$ cat src/rtl/bcd_count_ctrl.sv
// Sequencer for a 2-digit BCD up-counter.
// It latches a requested terminal value and clamps it to 0..99.
// It clears the counter by holding run low, then releases run and watches the digits.
// It flags completion or an error, and can optionally re-arm for repeated passes.
//
// Ports:
//   clk, rst_n     rising-edge clock, asynchronous active-low reset
//   start          1-cycle pulse: latch max_req and begin a pass (IDLE/HOLD only)
//   abort          1-cycle pulse: return to IDLE (wins over start)
//   repeat_en      1 = re-arm automatically after each completed pass
//   max_req[6:0]   requested terminal count, binary 0..127
//   digit_1[3:0]   counter ones digit (BCD)
//   digit_2[3:0]   counter tens digit (BCD)
//   run            counter run enable
//   max_count[6:0] clamped, latched terminal value fed to the counter
//   busy           high in CLEAR or COUNT
//   done           1-cycle pulse when the counter reaches the target
//   err            sticky: bad BCD digit or timeout; cleared by the next accepted start
//   pass_cnt[7:0]  completed passes since the last start, wraps 255->0
module bcd_count_ctrl #(
  parameter int unsigned CLR_CYCLES = 4,
  parameter int unsigned TIMEOUT    = 255
) (
  input  logic       clk,
  input  logic       rst_n,
  input  logic       start,
  input  logic       abort,
  input  logic       repeat_en,
  input  logic [6:0] max_req,
  input  logic [3:0] digit_1,
  input  logic [3:0] digit_2,
  output logic       run,
  output logic [6:0] max_count,
  output logic       busy,
  output logic       done,
  output logic       err,
  output logic [7:0] pass_cnt
);

  localparam int unsigned CLR_W = (CLR_CYCLES > 2) ? $clog2(CLR_CYCLES) : 1;
  localparam int unsigned TMO_W = (TIMEOUT > 2) ? $clog2(TIMEOUT) : 1;
  localparam logic [CLR_W-1:0] CLR_LAST = CLR_W'(CLR_CYCLES - 1);
  localparam logic [TMO_W-1:0] TMO_LAST = TMO_W'(TIMEOUT - 1);

  typedef enum logic [1:0] {IDLE, CLEAR, COUNT, HOLD} state_t;

  state_t           state_q, state_d;
  logic [CLR_W-1:0] clr_q, clr_d;
  logic [TMO_W-1:0] tmo_q, tmo_d;
  logic [6:0]       max_d;
  logic [7:0]       pass_d;
  logic             run_d, busy_d, done_d, err_d;
  logic [6:0]       value;
  logic             bad_bcd;

  // Counter value as seen on the digits; only meaningful when both digits are valid BCD.
  assign value   = 7'(digit_2) * 7'd10 + 7'(digit_1);
  assign bad_bcd = (digit_1 > 4'd9) || (digit_2 > 4'd9);

  // Next-state and next-output logic.
  always_comb begin
    state_d = state_q;
    clr_d   = clr_q;
    tmo_d   = tmo_q;
    max_d   = max_count;
    pass_d  = pass_cnt;
    err_d   = err;
    done_d  = 1'b0;

    if (abort) begin
      state_d = IDLE;
    end else begin
      case (state_q)
        IDLE, HOLD: begin
          if (start) begin
            max_d   = (max_req > 7'd99) ? 7'd99 : max_req;
            err_d   = 1'b0;
            pass_d  = 8'd0;
            clr_d   = '0;
            state_d = CLEAR;
          end
        end
        CLEAR: begin
          if (clr_q == CLR_LAST) begin
            tmo_d   = '0;
            state_d = COUNT;
          end else begin
            clr_d = clr_q + CLR_W'(1);
          end
        end
        COUNT: begin
          // A corrupt digit is an error even if the garbled value happens to equal the target.
          // The first COUNT cycle is skipped because the counter output is still settling.
          if (bad_bcd) begin
            err_d   = 1'b1;
            state_d = IDLE;
          end else if ((tmo_q != '0) && (value == max_count)) begin
            done_d  = 1'b1;
            pass_d  = pass_cnt + 8'd1;
            clr_d   = '0;
            state_d = repeat_en ? CLEAR : HOLD;
          end else if (tmo_q == TMO_LAST) begin
            err_d   = 1'b1;
            state_d = IDLE;
          end else begin
            tmo_d = tmo_q + TMO_W'(1);
          end
        end
        default: state_d = IDLE;
      endcase
    end

    run_d  = (state_d == COUNT) || (state_d == HOLD);
    busy_d = (state_d == CLEAR) || (state_d == COUNT);
  end

  // State and registered outputs.
  always_ff @(posedge clk or negedge rst_n) begin
    if (!rst_n) begin
      state_q   <= IDLE;
      clr_q     <= '0;
      tmo_q     <= '0;
      run       <= 1'b0;
      max_count <= 7'd0;
      busy      <= 1'b0;
      done      <= 1'b0;
      err       <= 1'b0;
      pass_cnt  <= 8'd0;
    end else begin
      state_q   <= state_d;
      clr_q     <= clr_d;
      tmo_q     <= tmo_d;
      run       <= run_d;
      max_count <= max_d;
      busy      <= busy_d;
      done      <= done_d;
      err       <= err_d;
      pass_cnt  <= pass_d;
    end
  end

endmodule

$ cat config.mk
export PLATFORM = sky130hd
export DESIGN_NAME = bcd_count_ctrl
export DESIGN_NICKNAME = d
export VERILOG_FILES = /design/src/rtl/bcd_count_ctrl.sv
export SDC_FILE = /design/constraint.sdc
export NUM_CORES = 1
export LEC_CHECK = 0
export ABC_AREA = 0
export ABC_CLOCK_PERIOD_IN_PS = 4900
export BUFFER_PORTS_ARGS = -buffer_cell sky130_fd_sc_hd__buf_2
export CAP_MARGIN = 20
export CORE_MARGIN = 1
export CORE_UTILIZATION = 50
export CTS_BUF_LIST = sky130_fd_sc_hd__clkbuf_16
export CTS_CLUSTER_DIAMETER = 200
export DETAILED_ROUTE_END_ITERATION = 10
export MAX_ROUTING_LAYER = met4
export PLACE_DENSITY_LB_ADDON = 0.2
export SYNTH_ARGS = -nofsm -noshare
export SYNTH_HDL_FRONTEND = slang
export SYNTH_SLANG_ARGS = --single-unit
export TNS_END_PERCENT = 5
$ cat constraint.sdc
create_clock -name clk -period 4.9 [get_ports clk]
set_clock_uncertainty 0.2 [all_clocks]
set_input_delay 0.49 -clock clk [delete_from_list [all_inputs] [get_ports clk]]
set_output_delay 0.49 -clock clk [all_outputs]
set_load 0.005 [all_outputs]
==> results by group <==
Place
  • # port buffers: 38
  • Dpl ws: 0.707 ns
  • DP HPWL: 3340 microns
  • Final RePlAce weighted congestion: 0.911

Clocking
  • Clock Latency Late Sink: 0.27 ns
  • Total setup buffers inserted after CTS: 0
  • Post_cts resized: 0
  • Hold buffers post-CTS: 0
  • Root Driver: clkbuf_16
  • Maximum clock insertion buffer count: 2
  • TritonCTS clock tree: built
  • Maximum level of the CTS H-tree: 2
  • Clock sink count: 31
  • Register clock-pin slew on the reported worst setup and hold paths: 0.05 ns
  • Num CTS Buffers: 5

Synthesis
  • Top cells by count, synth: dfrtp_1, nand2_1, nand3_1
  • Synth top area share: 37.7%
  • Mapped Nets: 266
  • Synth Register Bits: 31
  • Post-synth ARST share: 100%
  • Syn_area_per_cell: 8.99 sq um
  • Share of the yosys chip area belonging to registers: 37.7%
  • Top_reg_cell synth: dfrtp_1
  • Count leader, synth: dfrtp_1
  • Synth Instances: 229
  • Area leader, netlist: dfrtp_1
  • Cell variety after synth: 45
  • EDFF count, synth: 0
  • Synthesized area: 2060 sq um
  • Area contributors post-synth: dfrtp_1, ha_1, nand2_1, nand3_1, o21ai_0
  • Ys Warns: 0

Final layout
  • Fraction of layout cells with a size suffix above 1: 20.1%
  • Antenna cell count: 0
  • Area Growth Syn to Fin: 17.6%
  • # nets final: 305
  • Final Core Density: 63.7%

GRT
  • GRT overflow: 0
  • Vias in the first global route: 1707
  • Largest net degree at the start of global routing: 32
  • All-layer global routing usage: 24.0%
  • First-pass GRT wire length: 7670 microns
  • Initial antenna violation count: 0

Power
  • Sequential fraction of design power: 40.1%
  • Combinational share of power: 21.3%
  • Pleak: 1.19 nW
  • Internal power: 0.531 mW
  • Switching Share: 28.2%
  • NetSw: 0.209 mW
  • Clock share of power: 38.5%
  • Max VDD drop: 268 uV
  • Pwr/cell area: 305 nW/um^2

STA
  • Setup ws final: 1.01 ns
  • Slew Limit Headroom: 38.6%
  • Post-layout min period: 3.89 ns
  • Worst-margin pin slew: 0.913 ns
  • Max Slew Vio Count: 0
  • Final worst path period share: 79.5%
  • Hold Vio Cnt, Final: 0
  • Setup_tns: 0 ns
  • RSZ-0062 raised after global routing: false
  • Max Fclk: 0.257 GHz
  • # setup viols final: 0

Detailed routing
  • Average wire per cell in the routed design: 13.8 microns
  • Final ANT Viol Nets: 0
  • DR iter-0 viols: 105
  • DR pass1 iterations: 4
  • Via count: 1783
  • WL final: 4390 microns
  • Met3 wire length: 160 microns
  • Top Layer Used: met4
  • Vias/cell: 5.62
  • Residual DRC count: 0
  • Post-Route M1 WL: 2160 microns
  • Wire length on met2: 2030 microns

Min path
  • Hold WC Path Type: input port to asynchronous set/reset pin

Floorplanning
  • Ports: 39
  • Die Span Y: 66.2 microns
  • Die X: 66.2 microns
  • Initial Utilization: 54.2%
  • Core area: 3800 sq um
  • Die area: 4380 sq um
  • Rows: 22

Worst setup path
  • Arr. time, crit path: 3.91 ns
  • CP max FO: 9
  • Startpoint Class: input port
  • Worst Setup End Kind: register
  • Crit Path Category: input port to register
  • CP required: 4.91 ns

Flow run
  • MaxCap Viol Count: 0

Outcome
  • Status: finished, final reports clean
-- power groups by stage --
stage / logic, mW / registers [mW] / clock network (mW)
finish: 0.158 / 0.297 / 0.285
global route: 0.179 / 0.300 / 0.302
CTS: 0.159 / 0.297 / 0.291
detailed placement: 0.157 / 0.301 / 0
global placement: 0.153 / 0.301 / 0
floorplan: 0.104 / 0.299 / 0
-- state kept, by name (all words and copies together) (netlist names), 2 cells and up --
name / count
max_count: 7
tmo_q: 8
state_q: 2
pass_cnt: 8
clr_q: 2
-- area by class of cell --
type	count	area, sq um
fillers	347	1380
multi-input cells	182	1220
flip-flops and latches	31	776
repair buffers	38	190
clock buffers	5	125
well taps	48	60.1
inverters	10	37.5
clock inverters	3	12.5
-- worst max-delay path, cell delays in order --
cell and delay [ns]:
buf_2 0.13, ha_1 0.30, ha_1 0.21, fa_1 0.51, or3b_1 0.37, a22oi_1 0.16, o21ai_1 0.17, a211oi_4 0.46
mux2i_1 0.24, nand3_1 0.09, a221oi_1 0.44, ha_1 0.31, inv_1 0.05
-- per-layer routing --
layer,global-route usage (%),vias to the layer above
met1,31.4,847
li1,-,902
met4,6.91,0
met3,6.03,5
met5,-,-
met2,36.9,29
-- layout by cell type (no fill, tap or decap), drive strengths merged, types with 3 or more instances in the layout --
master  count
xor2        4
a21oi      12
xnor2       5
o21ai      15
nand2b      6
nand2      29
mux2i       3
or2         3
clkbuf      5
nor2       13
dfrtp      31
and2        4
nand4       4
a21o        9
o211ai      3
buf        38
and3        4
inv        12
ha         15
nand3      18
-- final timing paths --
check,cells past startpoint,slack [ns],start,end
setup / recovery,13,1.01,digit_2[1],busy
hold / removal,1,0.06,rst_n,clr_q[0]
setup reg to reg,9,1.88,max_count[6],busy
hold reg to reg,2,0.32,err,err
max in group asynchronous,1,4.00,rst_n,tmo_q[5]
min in group clk,2,0.23,max_req[1],max_count[1]
-- stage by stage --
step / instance area (sq um) / std cells / power [mW] / hold slack (ns)
after floorplan: 2060 / 229 / 0.404 / -0.00559
after global routing: 2420 / 317 / 0.781 / 0.124
final: 2420 / 317 / 0.739 / 0.0553
after detailed placement: 2280 / 309 / 0.458 / 0.309
after global placement: 2280 / 309 / 0.454 / 0.299
after CTS: 2420 / 317 / 0.747 / 0.0857
-- kinds of logic (layout without fill, tap and decap cells) --
group                      after synthesis  after routing  synth area share, %
and+or+nand+nor                         98             98                 24.4
AOI/OAI and AO/OA                       53             53                 17.4
DFF                                     31             31                 37.7
adders and majority gates               17             17                 11.1
buffers and inverters                   16             56                 3.10
xor gates and xnor gates                 9              9                 3.83
muxes                                    5              5                 2.55
(Power assumes the default switching activity.)
